$ cat src/rtl/uart_cmd_ctrl.sv
// uart_cmd_ctrl: frames UART bytes (SYNC, OP, LEN, payload, CHK) into cipher-core loads and start pulses
module uart_cmd_ctrl #(
    parameter int         CLK_FREQ      = 30_000_000,
    parameter int         BAUD          = 9600,
    parameter int         MAX_LEN       = 16,
    parameter int         TIMEOUT_BYTES = 4,
    parameter logic [7:0] SYNC_BYTE     = 8'hA5
) (
    input  logic                       clk,
    input  logic                       rst_n,
    input  logic                       rx_done,
    input  logic                       rx_valid,
    input  logic [7:0]                 rx_byte,
    input  logic                       core_busy,
    output logic                       wr_en,
    output logic [$clog2(MAX_LEN)-1:0] wr_addr,
    output logic [7:0]                 wr_data,
    output logic                       cmd_start,
    output logic [7:0]                 cmd_op,
    output logic [$clog2(MAX_LEN):0]   cmd_len,
    output logic                       err,
    output logic [1:0]                 err_code
);
    localparam int AW     = $clog2(MAX_LEN);
    localparam int TO_CYC = TIMEOUT_BYTES * 11 * (CLK_FREQ / BAUD);
    localparam int TW     = $clog2(TO_CYC);

    typedef enum logic [2:0] {HUNT, OP, LEN, PAY, CHK, ISSUE} state_t;

    state_t        state, state_nx;
    logic [7:0]    op, chk;
    logic [AW:0]   len;
    logic [AW-1:0] idx;
    logic [TW-1:0] to_cnt;
    logic          in_frame, len_ok, to_exp, wr_nx, start_nx, err_nx;
    logic [1:0]    code_nx;

    assign in_frame = state inside {OP, LEN, PAY, CHK};
    assign len_ok   = rx_byte != 8'd0 && int'(rx_byte) <= MAX_LEN;
    // Fires in the cycle whose increment would reach TO_CYC-1, so a byte arriving then still wins
    assign to_exp   = in_frame && to_cnt == TW'(TO_CYC - 2);

    always_comb begin
        state_nx = state;
        wr_nx    = 1'b0;
        start_nx = 1'b0;
        err_nx   = 1'b0;
        code_nx  = err_code;
        if (state == HUNT) begin
            if (rx_done && rx_valid && rx_byte == SYNC_BYTE)
                state_nx = OP;
        end else if (state == ISSUE) begin
            start_nx = !core_busy;
            state_nx = core_busy ? ISSUE : HUNT;
        end else if (rx_done && !rx_valid) begin
            state_nx = HUNT;
            err_nx   = 1'b1;
            code_nx  = 2'd2;
        end else if (rx_done) begin
            wr_nx = state == PAY;
            case (state)
                OP:      state_nx = LEN;
                LEN:     state_nx = len_ok ? PAY : HUNT;
                PAY:     state_nx = idx == AW'(len - 1'b1) ? CHK : PAY;
                CHK:     state_nx = rx_byte == chk ? ISSUE : HUNT;
                default: state_nx = HUNT;
            endcase
            err_nx  = (state == LEN && !len_ok) || (state == CHK && rx_byte != chk);
            code_nx = err_nx ? (state == LEN ? 2'd0 : 2'd1) : err_code;
        end else if (to_exp) begin
            state_nx = HUNT;
            err_nx   = 1'b1;
            code_nx  = 2'd3;
        end
    end

    always_ff @(posedge clk) begin
        if (!rst_n) begin
            state     <= HUNT;
            op        <= '0;
            chk       <= '0;
            len       <= '0;
            idx       <= '0;
            to_cnt    <= '0;
            wr_en     <= 1'b0;
            wr_addr   <= '0;
            wr_data   <= '0;
            cmd_start <= 1'b0;
            cmd_op    <= '0;
            cmd_len   <= '0;
            err       <= 1'b0;
            err_code  <= '0;
        end else begin
            state     <= state_nx;
            wr_en     <= wr_nx;
            cmd_start <= start_nx;
            err       <= err_nx;
            err_code  <= code_nx;
            to_cnt    <= (rx_done || !in_frame) ? '0 : to_cnt + 1'b1;
            if (start_nx) begin
                cmd_op  <= op;
                cmd_len <= len;
            end
            if (rx_done && state == OP) begin
                op  <= rx_byte;
                chk <= rx_byte;
            end
            if (rx_done && state == LEN) begin
                len <= rx_byte[AW:0];
                chk <= chk ^ rx_byte;
                idx <= '0;
            end
            if (wr_nx) begin
                wr_addr <= idx;
                wr_data <= rx_byte;
                chk     <= chk ^ rx_byte;
                idx     <= idx + 1'b1;
            end
        end
    end
endmodule
$ cat config.mk
export PLATFORM = sky130hd
export DESIGN_NAME = uart_cmd_ctrl
export DESIGN_NICKNAME = d
export VERILOG_FILES = /design/src/rtl/uart_cmd_ctrl.sv
export SDC_FILE = /design/constraint.sdc
export NUM_CORES = 1
export LEC_CHECK = 0
export ABC_AREA = 1
export ABC_CLOCK_PERIOD_IN_PS = 2100
export BUFFER_PORTS_ARGS = -buffer_cell sky130_fd_sc_hd__buf_2
export CELL_PAD_IN_SITES_DETAIL_PLACEMENT = 0
export CELL_PAD_IN_SITES_GLOBAL_PLACEMENT = 2
export CORE_MARGIN = 1
export CORE_UTILIZATION = 33
export DETAILED_ROUTE_END_ITERATION = 8
export GPL_TIMING_DRIVEN = 0
export PLACE_DENSITY_LB_ADDON = 0.1
export SLEW_MARGIN = 5
export SYNTH_ARGS = -nofsm -noshare
export SYNTH_HDL_FRONTEND = slang
export SYNTH_SLANG_ARGS = --single-unit
$ cat constraint.sdc
create_clock -name clk -period 2.1 [get_ports clk]
set_clock_uncertainty 0.2 [all_clocks]
set_input_delay 0.63 -clock clk [delete_from_list [all_inputs] [get_ports clk]]
set_output_delay 0.63 -clock clk [all_outputs]
set_load 0.01 [all_outputs]
* Yosys cells after proc, flatten, opt, wreduce, memory -nomap -nowiden
Index checks and enable logic that the tools add are counted. W data, S select, Z words.
Operators by class: $add $sub $neg 3, $lt $le $gt $ge 1, equal/unequal tests 12, muxes and demuxes 30, bitwise gates (word level) 4, reduce and logical (&&, ||, !) cells 26
Operator list (number):
- $mux W3 | 9
- $mux W8 | 3
- $add A18 B1 Y18 const B | 1
- $eq A18 B18 Y1 const B | 1
- $pmux W3 S4 | 1
- $mux W1 | 10
- $mux W2 | 5
- $logic_and A1 B1 Y1 | 9
- $eq A8 B8 Y1 | 1
- $eq A8 B8 Y1 const B | 1
- $le A8 B5 Y1 const B | 1
- $mux W4 | 2
- $ne A8 B8 Y1 | 1
- $reduce_bool A8 Y1 | 1
- $xor A8 B8 Y8 | 1
- $eq A3 B2 Y1 const B | 2
- $eq A3 B3 Y1 const B | 2
- $reduce_bool A3 Y1 | 2
- $reduce_bool A5 Y1 | 1
- $add A4 B1 Y4 const B | 1
- $eq A4 B4 Y1 | 1
- $logic_not A1 Y1 | 4
- $reduce_and A4 Y1 | 1
- $reduce_bool A4 Y1 | 1
- other kinds (11) | 14
Storage, ports and cells: flip-flop bits (word level) 76, input port bits 13, word-level logic and storage cells 90

* Longest topological paths before layout
Gate-level depths: netlist of the first run.
depth after elaboration 8, depth in mapped cells 12, depth with buffers taken out 12

* Least setup slack after synthesis of the first run
OpenSTA, ideal clock, no wires.
path kind input to register, from input port rx_byte[4], to register err_code[1], arrival time 1.475 ns, slack 0.311 ns, stages 9, buffers on the path 1, cell sequence buf_2 > xnor2_1 > nand2_1 > nor2_1 > nand2_1 > nand2_1 > nand3_1 > a21oi_1 > nor2_1
Between the ends: word-level cells in the longest chain between the ends 7, elaborated cells on any way between the ends 10, those cells by class 1 x order compare; 2 x eq/ne; 7 x reduce/logical
Ends and longest elaborated chain:
- from (decl) | line 13 | input logic [7:0] rx_byte,
- $le A8 B5 Y1 / $reduce_bool A8 Y1 (equally long branches) | line 39 | assign len_ok = rx_byte != 8'd0 && int'(rx_byte) <= MAX_LEN;
- $logic_and A1 B1 Y1 | line 39
- $logic_not A1 Y1 | line 68 | err_nx = (state == LEN && !len_ok) || (state == CHK && rx_byte != chk);
- $logic_and A1 B1 Y1 | line 68
- $logic_or A1 B1 Y1 * | line 68
- $ne A3 B1 Y1 (no line) *
- $reduce_and A4 Y1 (no line) *
- to (signal assigned) | line 98 | err_code <= code_nx;
- to (decl) | line 22 | output logic [1:0] err_code
Mark *: on every way between the ends. The rest lies on a longest branch, timed or not. A chain may end at the register's enable or synchronous reset.

* Worst setup path in the final report of the first run
from register to_cnt[1], to register to_cnt[14]
Between the ends: word-level cells in the longest chain between the ends 1
Ends and longest elaborated chain:
- from (decl) | line 34 | logic [TW-1:0] to_cnt;
- from (signal assigned) | line 99 | to_cnt <= (rx_done || !in_frame) ? '0 : to_cnt + 1'b1;
- $add A18 B1 Y18 | line 99
No other way between the ends.

==> impl_metrics.tcl, run 1 <==
set metrics [dict create \
    hpwlAfterDp_um 6850 \
    port_buffers 41 \
    cts_tree "done" \
    fillers 1073 \
    async_flop_share 0 \
    cts_buffers 9 \
    gp_congestion 0.809 \
    crit_path_end_kind "flip-flop" \
    synth-edff-count 0 \
    drtAntennaViolNets 0 \
    ys_top_cells_by_area "dfxtp_1 (45%), nand2_1 (9.8%), nor2_1 (8.3%)" \
    yosys_warnings 0 \
    dominantRegCellSynth "dfxtp_1" \
    setup_violations 0 \
    rsz0062_at_grt "yes" \
    final_util 0.406 \
    regArea_um2 1520 \
    clock-sinks 76 \
    initial_utilization 0.344 \
    status "finished clean" \
    ctsHtreeMaxLevel 3 \
    grt_pass1_wl_um 14800 \
    cpMaxStageDelayCell "dfxtp_1" \
    firstDrtPassIters 5 \
    grt_pass1_vias 2916 \
    clockBufferDepth 2 \
    slew_violations 0 \
    hold_buffers 0 \
    p_per_area_nw_per_um2 731 \
    min_path_type "flip-flop to flip-flop" \
    timing.slew.headroom 0.617 \
    m1WireLength_um 4850 \
    yosysMostFrequentCell "nand2_1" \
    critPathKind "flip-flop to flip-flop" \
    worstPathArrival_ps 1940 \
    yosysSeqAreaShare 0.448 \
    clk_pin_slew_ps 80 \
    die_h_um 103 \
    power.leakage_nw 1.77 \
    synth-seq-cells 76 \
    cap_violations 0 \
    timing.hold.ws_ps 267 \
    num_vias 3071 \
    crit_fanout 4 \
    avgViaCountPerCell 4.68 \
    fin_crit_sh 0.902 \
    met2_length_um 3940 \
    avgSynthCellArea_um2 7.31 \
    boundaryPins 43 \
    synthTopCellsByCount "nand2_1 (89), dfxtp_1 (76), nor2_1 (75)" \
    crit_chain "ha_1 > nand2_1 > inv_1 > nand3_1 > nor2_2 > nand3_1 > nor3_2 > nand2_1 > o211a_1" \
    syn_area_um2 3400 \
    yosysUniqueCellTypes 33 \
    die_w_um 103 \
    worstMarginPinSlew_ps 575 \
    dr.max_layer_used "met4" \
    crit_required_ps 2150 \
    fmax_ghz 0.528 \
    fin_crit_ps 1890 \
    drtIter0Drc 126 \
    p_total_w 0.00293 \
    nets 535 \
    ir_worst_vdd_mv 0.334 \
    rows 36 \
    syn_inst 465 \
    synth_top_area_cell "dfxtp_1" \
    multi_input_area_um2 1640 \
    hold_violations 0 \
    drc 0 \
    slowest_delay_ps 390 \
    critPathTopFamily "simple AND/OR/NAND/NOR gates" \
    syn_nets 482 \
    n_antenna_cell 0 \
    netlist.area_leader.share 0.448 \
    critPathBufInv 1 \
    clock-root-buffer "clkbuf_8" \
    wl_per_cell_um 14.0 \
    wl_um 9180 \
    met3_length_um 303 \
    area_growth_pct 17.8 \
    die-area_um2 10700 \
    core_um2 9860 \
    grt_use_total 0.187 \
    antenna_found_initial 0 \
    clk_latency_ps 360 \
    start_kind "flip-flop" \
    drive_gt1_frac 0.180 \
    grt_overflow 0 \
    grt_max_degree 14 \
]
-- power breakdown --
part | switching (W) | internal, W | total [W]
logic | 0.000134 | 0.0000621 | 0.000196
registers | 0.0000149 | 0.00146 | 0.00148
clock network | 0.000582 | 0.000672 | 0.00125
-- sequential cells by signal, summed over array words and instances (netlist names) --
register and count:
cmd_len 5, state 3, err_code 2, chk 8
err 1, wr_en 1, wr_addr 4, op 8
to_cnt 18, idx 4, cmd_start 1, len 5
wr_data 8, cmd_op 8
-- repair_timing --
action / in CTS / in global routing
setup endpoints to repair: 0 / 2
buffers inserted: 0 / 1
resized for setup: 0 / 4
-- stage by stage --
step                setup WS, ps  TNS, ps  cells  area [µm²]
floorplan                    311        0    465        3400
global placement           -19.5    -35.7    639        3770
detailed placement        -0.782   -0.782    639        3770
CTS                          102        0    655        3990
global route               -13.0    -13.0    656        4000
finish                       206        0    656        4000
-- kinds of logic after synthesis --
family / after synthesis / synth area share
AND/OR/NAND/NOR: 223 / 0.292
AO/OA/AOI/OAI: 96 / 0.154
flip-flops: 76 / 0.448
buffers and inverters: 58 / 0.0714
XOR/XNOR: 8 / 0.0206
adder cells (fa/ha/maj): 4 / 0.0147
-- layout by cell type, fill, tap and decap left out, types with 2 or more instances in the layout --
cell type	netlist	layout
nand2_1	89	89
dfxtp_1	76	75
nor2_1	75	73
buf_2	2	43
o21ai_0	42	42
a21oi_1	40	40
inv_1	38	38
nand3_1	26	26
nor2_2	7	9
clkbuf_8	0	9
clkbuf_1	7	8
nor3_1	9	8
xnor2_1	8	8
inv_2	7	7
nand4_1	5	5
a211oi_1	4	4
ha_1	4	4
buf_4	2	3
nor2_4	3	3
a31oi_1	3	3
nor3_2	2	3
buf_6	2	2
nor3b_2	2	2
or2_2	2	2
bufinv_16	0	2
clkinv_2	0	2
-- layout make-up --
class | instances | area share
buffer | 13 | 0.0184
clock buffer | 10 | 0.0319
clock inverter | 6 | 0.0219
inverter | 45 | 0.0422
multi-input combinational | 331 | 0.411
sequential | 76 | 0.380
tap | 133 | 0.0416
timing repair buffer | 42 | 0.0531
-- layer usage --
metal | vias to the layer above | global-route usage
met5 | - | 0
met1 | 1392 | 0.263
li1 | 1631 | -
met3 | 7 | 0.0296
met2 | 41 | 0.283
met4 | 0 | 0.0780
-- final timing paths --
check	startpoint	slack [ps]	end	depth (start not counted)
worst max register to register	to_cnt[1]	210	to_cnt[14]	9
worst min-delay path	to_cnt[0]	270	to_cnt[0]	1
worst max-delay path	to_cnt[1]	210	to_cnt[14]	9
worst min register to register	to_cnt[0]	270	to_cnt[0]	1
Note: power is estimated with default switching activity, not from simulation.
==> run 2, diff against run 1 <==
--- a/config.mk
+++ b/config.mk
@@ -11,7 +11,7 @@
 export CELL_PAD_IN_SITES_DETAIL_PLACEMENT = 0
 export CELL_PAD_IN_SITES_GLOBAL_PLACEMENT = 2
 export CORE_MARGIN = 1
-export CORE_UTILIZATION = 33
+export CORE_UTILIZATION = 30
 export DETAILED_ROUTE_END_ITERATION = 8
 export GPL_TIMING_DRIVEN = 0
 export PLACE_DENSITY_LB_ADDON = 0.1
==> run 2 against run 1 <==
Effect of this change: via count up 1.8%; first-iteration DRC count down 7.1%; sequential cell count unchanged; worst setup slack worse by 37 ps; clock power up 20%; sequential share of layout area down 0.62 points; cell count up 0.76%; design area up 1.6%; sequential power about the same; combinational power about the same; critical path type unchanged; largest power group is now clock.
==> impl_metrics.tcl, run 2 (synthesized netlist as in run 1, its figures left out) <==
set metrics [dict create \
    port_buffers 41 \
    worstHoldPathCells 2 \
    largest_reg_flops 18 \
    die-area_um2 11800 \
    die_h_um 108 \
    critPathBufInv 1 \
    grt_max_degree 13 \
    regToRegEndpoint "to_cnt[14]" \
    worstPathArrival_ps 1960 \
    hold_violations 0 \
    clockBufferDepth 2 \
    num_vias 3127 \
    top_register "to_cnt" \
    initial_utilization 0.311 \
    clk_latency_ps 330 \
    p_int_w 0.00243 \
    r2r_setup_slack_ps 170 \
    crit_fanout 5 \
    area_growth_pct 19.7 \
    worstMarginPinSlew_ps 665 \
    fmax_ghz 0.518 \
    rsz0062_at_grt "no" \
    critPathKind "flip-flop to flip-flop" \
    wl_per_cell_um 14.0 \
    cts_tree "done" \
    p_sw_frac 0.234 \
    ff2ff_path_depth 9 \
    clkPwrFrac 0.473 \
    timing.slew.headroom 0.557 \
    crit_start "to_cnt[0]" \
    clock-sinks 76 \
    grt_pass1_wl_um 14700 \
    setup_violations 0 \
    ctsHtreeMaxLevel 3 \
    die_w_um 108 \
    avgViaCountPerCell 4.73 \
    hpwlAfterDp_um 7080 \
    boundaryPins 43 \
    core_um2 10900 \
    ir_worst_vdd_mv 0.624 \
    clock-root-buffer "clkbuf_16" \
    timing.rr.start "to_cnt[0]" \
    status "finished clean" \
    clk_pin_slew_ps 60 \
    min_path_type "flip-flop to flip-flop" \
    crit_required_ps 2130 \
    drc 0 \
    grt_overflow 0 \
    critPathTopFamily "simple AND/OR/NAND/NOR gates" \
    slowest_delay_ps 400 \
    dpl.cell_count 646 \
    firstDrtPassIters 4 \
    drive_gt1_frac 0.171 \
    crit_path_end_kind "flip-flop" \
    p_total_w 0.00318 \
    n_antenna_cell 0 \
    post_cts.repair.setup_buffers 0 \
    fin_crit_ps 1930 \
    rows 38 \
    grt_pass1_vias 2911 \
    gp_congestion 0.813 \
    cp.depth 9 \
    crit_end "to_cnt[14]" \
    cts_buffers 9 \
    combinationalPowerShare 0.062 \
    slew_violations 0 \
    layout_common_cells "nand2_1 (89), dfxtp_1 (76), nor2_1 (75)" \
    antenna_found_initial 0 \
    crit_chain "ha_1 > nand2_1 > inv_1 > nand3_1 > nor2_1 > nand3_1 > nor3_2 > nand2_1 > o211a_1" \
    instances_no_fill 661 \
    drtIter0Drc 117 \
    dpl-instance-area_um2 3780 \
    final_util 0.372 \
    final_common_cell "nand2_1" \
    start_kind "flip-flop" \
    nets 534 \
    power.leakage_nw 1.80 \
    timing.hold.ws_ps 265 \
    power_switching_w 0.000742 \
    cap_violations 0 \
    p_seq_frac 0.465 \
    fin_crit_sh 0.919 \
    wl_um 9270 \
    postLayoutCellArea_um2 4070 \
    cpMaxStageDelayCell "dfxtp_1" \
    p_per_area_nw_per_um2 781 \
    grt_use_total 0.169 \
    drtAntennaViolNets 0 \
]
run 2: cell types whose count changed in the layout (fill, tap and decap cells not counted), sizes merged:
| cell | change |
|---|---|
| bufinv | -1 |
| clkinv | +1 |
| buf | -1 |
| inv | -1 |
run 2: per-layer routing:
layer | global-route usage | part of all wire | up-vias
met4 | 0.0685 | 0.018 | 0
met5 | 0 | 0 | -
met1 | 0.219 | 0.49 | 1435
met2 | 0.271 | 0.46 | 52
li1 | - | - | 1629
met3 | 0.0368 | 0.037 | 11
run 2: worst register-to-register path: stages, from the launching register on:
cell and delay, ps:
dfxtp_1 400, ha_1 190, nand2_1 70, inv_1 80, nand3_1 120, nor2_1 200, nand3_1 150, nor3_2 210
nand2_1 80, o211a_1 130
run 2: through the flow:
stage               TNS [ps]  setup WS, ps
detailed placement      -879         -67.4
global route               0          20.0
global placement       -1230         -87.8
finish                     0           169
floorplan                  0           311
CTS                        0           138
run 2: power groups by stage:
| stage | clock [W] | combinational [W] | sequential (W) |
|---|---|---|---|
| CTS | 0.00155 | 0.000201 | 0.00148 |
| finish | 0.00150 | 0.000197 | 0.00148 |
| floorplan | 0 | 0.000127 | 0.00151 |
| global route | 0.00159 | 0.000223 | 0.00148 |
| detailed placement | 0 | 0.000199 | 0.00151 |
| global placement | 0 | 0.000200 | 0.00151 |
run 2: worst min path at each step:
stage | startpoint | endpoint | slack (ps)
final | err_code[1] | err_code[1] | 260
after global placement | err_code[1] | err_code[1] | 260
after CTS | op[6] | op[6] | 270
after detailed placement | err_code[1] | err_code[1] | 250
after floorplan | to_cnt[0] | to_cnt[0] | 240
after global routing | op[0] | op[0] | 290
run 2: repair_timing:
action / in CTS / in global routing
hold buffers: 0 / 0
setup endpoints to repair: 0 / 1
hold endpoints to repair: 0 / 0
gates resized for setup: 0 / 1
run 2: cell type report:
type	instances	area, µm²
plain buffers	13	73.8
clock buffers	10	229
clock inverters	5	53.8
fillers	1231	6870
inverters	45	169
multi-input cells	331	1640
flip-flops and latches	76	1520
well taps	140	175
repair buffers	41	205
==> run 3, diff against run 2 <==
--- a/config.mk
+++ b/config.mk
@@ -6,12 +6,12 @@
 export NUM_CORES = 1
 export LEC_CHECK = 0
 export ABC_AREA = 1
-export ABC_CLOCK_PERIOD_IN_PS = 2100
+export ABC_CLOCK_PERIOD_IN_PS = 1700
 export BUFFER_PORTS_ARGS = -buffer_cell sky130_fd_sc_hd__buf_2
 export CELL_PAD_IN_SITES_DETAIL_PLACEMENT = 0
 export CELL_PAD_IN_SITES_GLOBAL_PLACEMENT = 2
 export CORE_MARGIN = 1
-export CORE_UTILIZATION = 30
+export CORE_UTILIZATION = 29
 export DETAILED_ROUTE_END_ITERATION = 8
 export GPL_TIMING_DRIVEN = 0
 export PLACE_DENSITY_LB_ADDON = 0.1
==> constraint.sdc (replaced) <==
create_clock -name clk -period 1.7 [get_ports clk]
set_clock_uncertainty 0.2 [all_clocks]
set_input_delay 0.51 -clock clk [delete_from_list [all_inputs] [get_ports clk]]
set_output_delay 0.51 -clock clk [all_outputs]
set_load 0.01 [all_outputs]
==> run 3 against run 2 <==
Effect of this change: the flow now finishes with violations (negative setup slack); largest power group unchanged; maximum frequency rose by 11%; combinational power rose by 57%; routed wire length rose by 11%; critical endpoint is now err_code[0]; power rose by 26%; hold slack got worse by 27 ps; die area rose by 3.4%.
==> impl_metrics.tcl, run 3 (synthesized netlist as in run 1, its figures left out) <==
set metrics [dict create \
    die-area_um2 12200 \
    grt_overflow 0 \
    ctsHtreeMaxLevel 3 \
    crit_required_ps 1740 \
    start_kind "flip-flop" \
    clk_latency_ps 340 \
    worstMarginPinSlew_ps 634 \
    cpMaxStageDelayCell "dfxtp_4" \
    num_vias 3283 \
    firstDrtPassIters 4 \
    crit_chain "inv_4 > ha_4 > inv_2 > nor2_2 > nand2_1 > nor2_1 > nand4_1 > a21oi_2 > nand2_1 > nand3_1 > nand2_1" \
    slew_violations 0 \
    drive_gt1_frac 0.319 \
    crit_fanout 3 \
    slowest_delay_ps 360 \
    power.leakage_nw 2.06 \
    top_register "to_cnt" \
    grt_pass1_wl_um 15900 \
    nets 560 \
    p_total_w 0.00401 \
    setup_ws_ps -45.6 \
    clock-sinks 76 \
    wl_per_cell_um 14.8 \
    clk_pin_slew_ps 60 \
    dpl-instance-area_um2 3780 \
    p_per_area_nw_per_um2 873 \
    critPathKind "flip-flop to flip-flop" \
    ir_worst_vdd_mv 0.358 \
    drtAntennaViolNets 0 \
    cap_violations 0 \
    postLayoutCellArea_um2 4590 \
    boundaryPins 43 \
    fin_crit_sh 1.03 \
    cts_tree "done" \
    hold_buffers 0 \
    drtIter0Drc 110 \
    die_w_um 110 \
    timing.slew.headroom 0.578 \
    gp_congestion 0.763 \
    grt_max_degree 14 \
    final_common_cell "nand2_1" \
    rsz0062_at_grt "yes" \
    die_h_um 110 \
    area_growth_pct 35.1 \
    fin_crit_ps 1750 \
    min_path_type "flip-flop to flip-flop" \
    violations "negative setup slack" \
    largest_reg_flops 18 \
    drc 0 \
    r2r_setup_slack_ps -50 \
    port_buffers 41 \
    ff2ff_path_depth 11 \
    hold_violations 0 \
    rows 39 \
    crit_path_end_kind "flip-flop" \
    worstHoldPathCells 1 \
    grt_pass1_vias 3032 \
    n_antenna_cell 0 \
    setup_violations 5 \
    grt_use_total 0.180 \
    core_um2 11400 \
    crit_path_frequent_cell "nand2_1" \
    avgViaCountPerCell 4.75 \
    initial_utilization 0.298 \
    status "finished with violations" \
    hpwlAfterDp_um 7100 \
    layout_common_cells "nand2_1 (79), nor2_1 (69), dfxtp_1 (64)" \
    worstPathArrival_ps 1790 \
    clock-root-buffer "clkbuf_16" \
    fmax_ghz 0.573 \
    clockBufferDepth 2 \
    cts_buffers 9 \
    antenna_found_initial 0 \
    wl_um 10300 \
]
[run 3: changes by cell type in the layout (fill, tap and decap cells not counted), moves of 7 or more]
| cell | previous run | this run |
|---|---|---|
| dfxtp_1 | 76 | 64 |
| buf_4 | 2 | 23 |
| nand3_1 | 26 | 19 |
| nand2_1 | 89 | 79 |
| nand2_2 | 1 | 8 |
| inv_1 | 38 | 30 |
| dfxtp_2 | 0 | 7 |
[run 3: layer usage]
metal	track usage	part of all wire	up-vias
li1	-	-	1690
met1	0.257	0.52	1532
met2	0.261	0.43	48
met3	0.0323	0.029	13
met4	0.0789	0.018	0
met5	0	0	-
[run 3: area by class of cell]
cell class,instances,area [µm²]
Buffer,13,88.8
Clock buffer,11,253
Clock inverter,5,36.3
Fill cell,1225,6830
Inverter,45,186
Multi-Input combinational cell,331,1870
Sequential cell,76,1550
Tap cell,143,179
Timing Repair Buffer,66,422
Timing Repair inverter,1,5.00
[run 3: what timing repair did]
item,CTS,global route
endpoints found under the hold margin,0,0
pin swaps,16,38
setup buffers,12,12
endpoints found under the setup margin,46,51
resized for setup,30,73
gates cloned,1,1
[run 3: report_power, final]
| group | internal, W | total (W) | switching (W) |
|---|---|---|---|
| Clock | 0.00107 | 0.00187 | 0.000802 |
| Sequential | 0.00180 | 0.00182 | 0.0000226 |
| Combinational | 0.000114 | 0.000309 | 0.000194 |
[run 3: path summary, 6_finish.rpt]
kind                                     to  startpoint
worst min register to register   to_cnt[13]  to_cnt[13]
worst max register to register  err_code[0]   to_cnt[0]
worst min-delay path             to_cnt[13]  to_cnt[13]
worst max-delay path            err_code[0]   to_cnt[0]
[run 3: through the flow]
stage	instances	hold slack, ps	setup slack, ps	utilization	setup TNS, ps
finish	691	238	-45.6	0.402	-126
CTS	678	270	-84.1	0.373	-378
global route	691	253	-191	0.402	-1390
detailed placement	649	260	-294	0.331	-12130
global placement	649	260	-294	0.331	-11740
floorplan	465	241	31.2	-	0
[run 3: worst max-delay path: cells and delay by family (launching register included)]
family                     cells  cell delay (ps)
DFF                            1              360
AOI/OAI and AO/OA              1              240
adders and majority gates      1              120
buffers and inverters          2               90
and+or+nand+nor                7              630
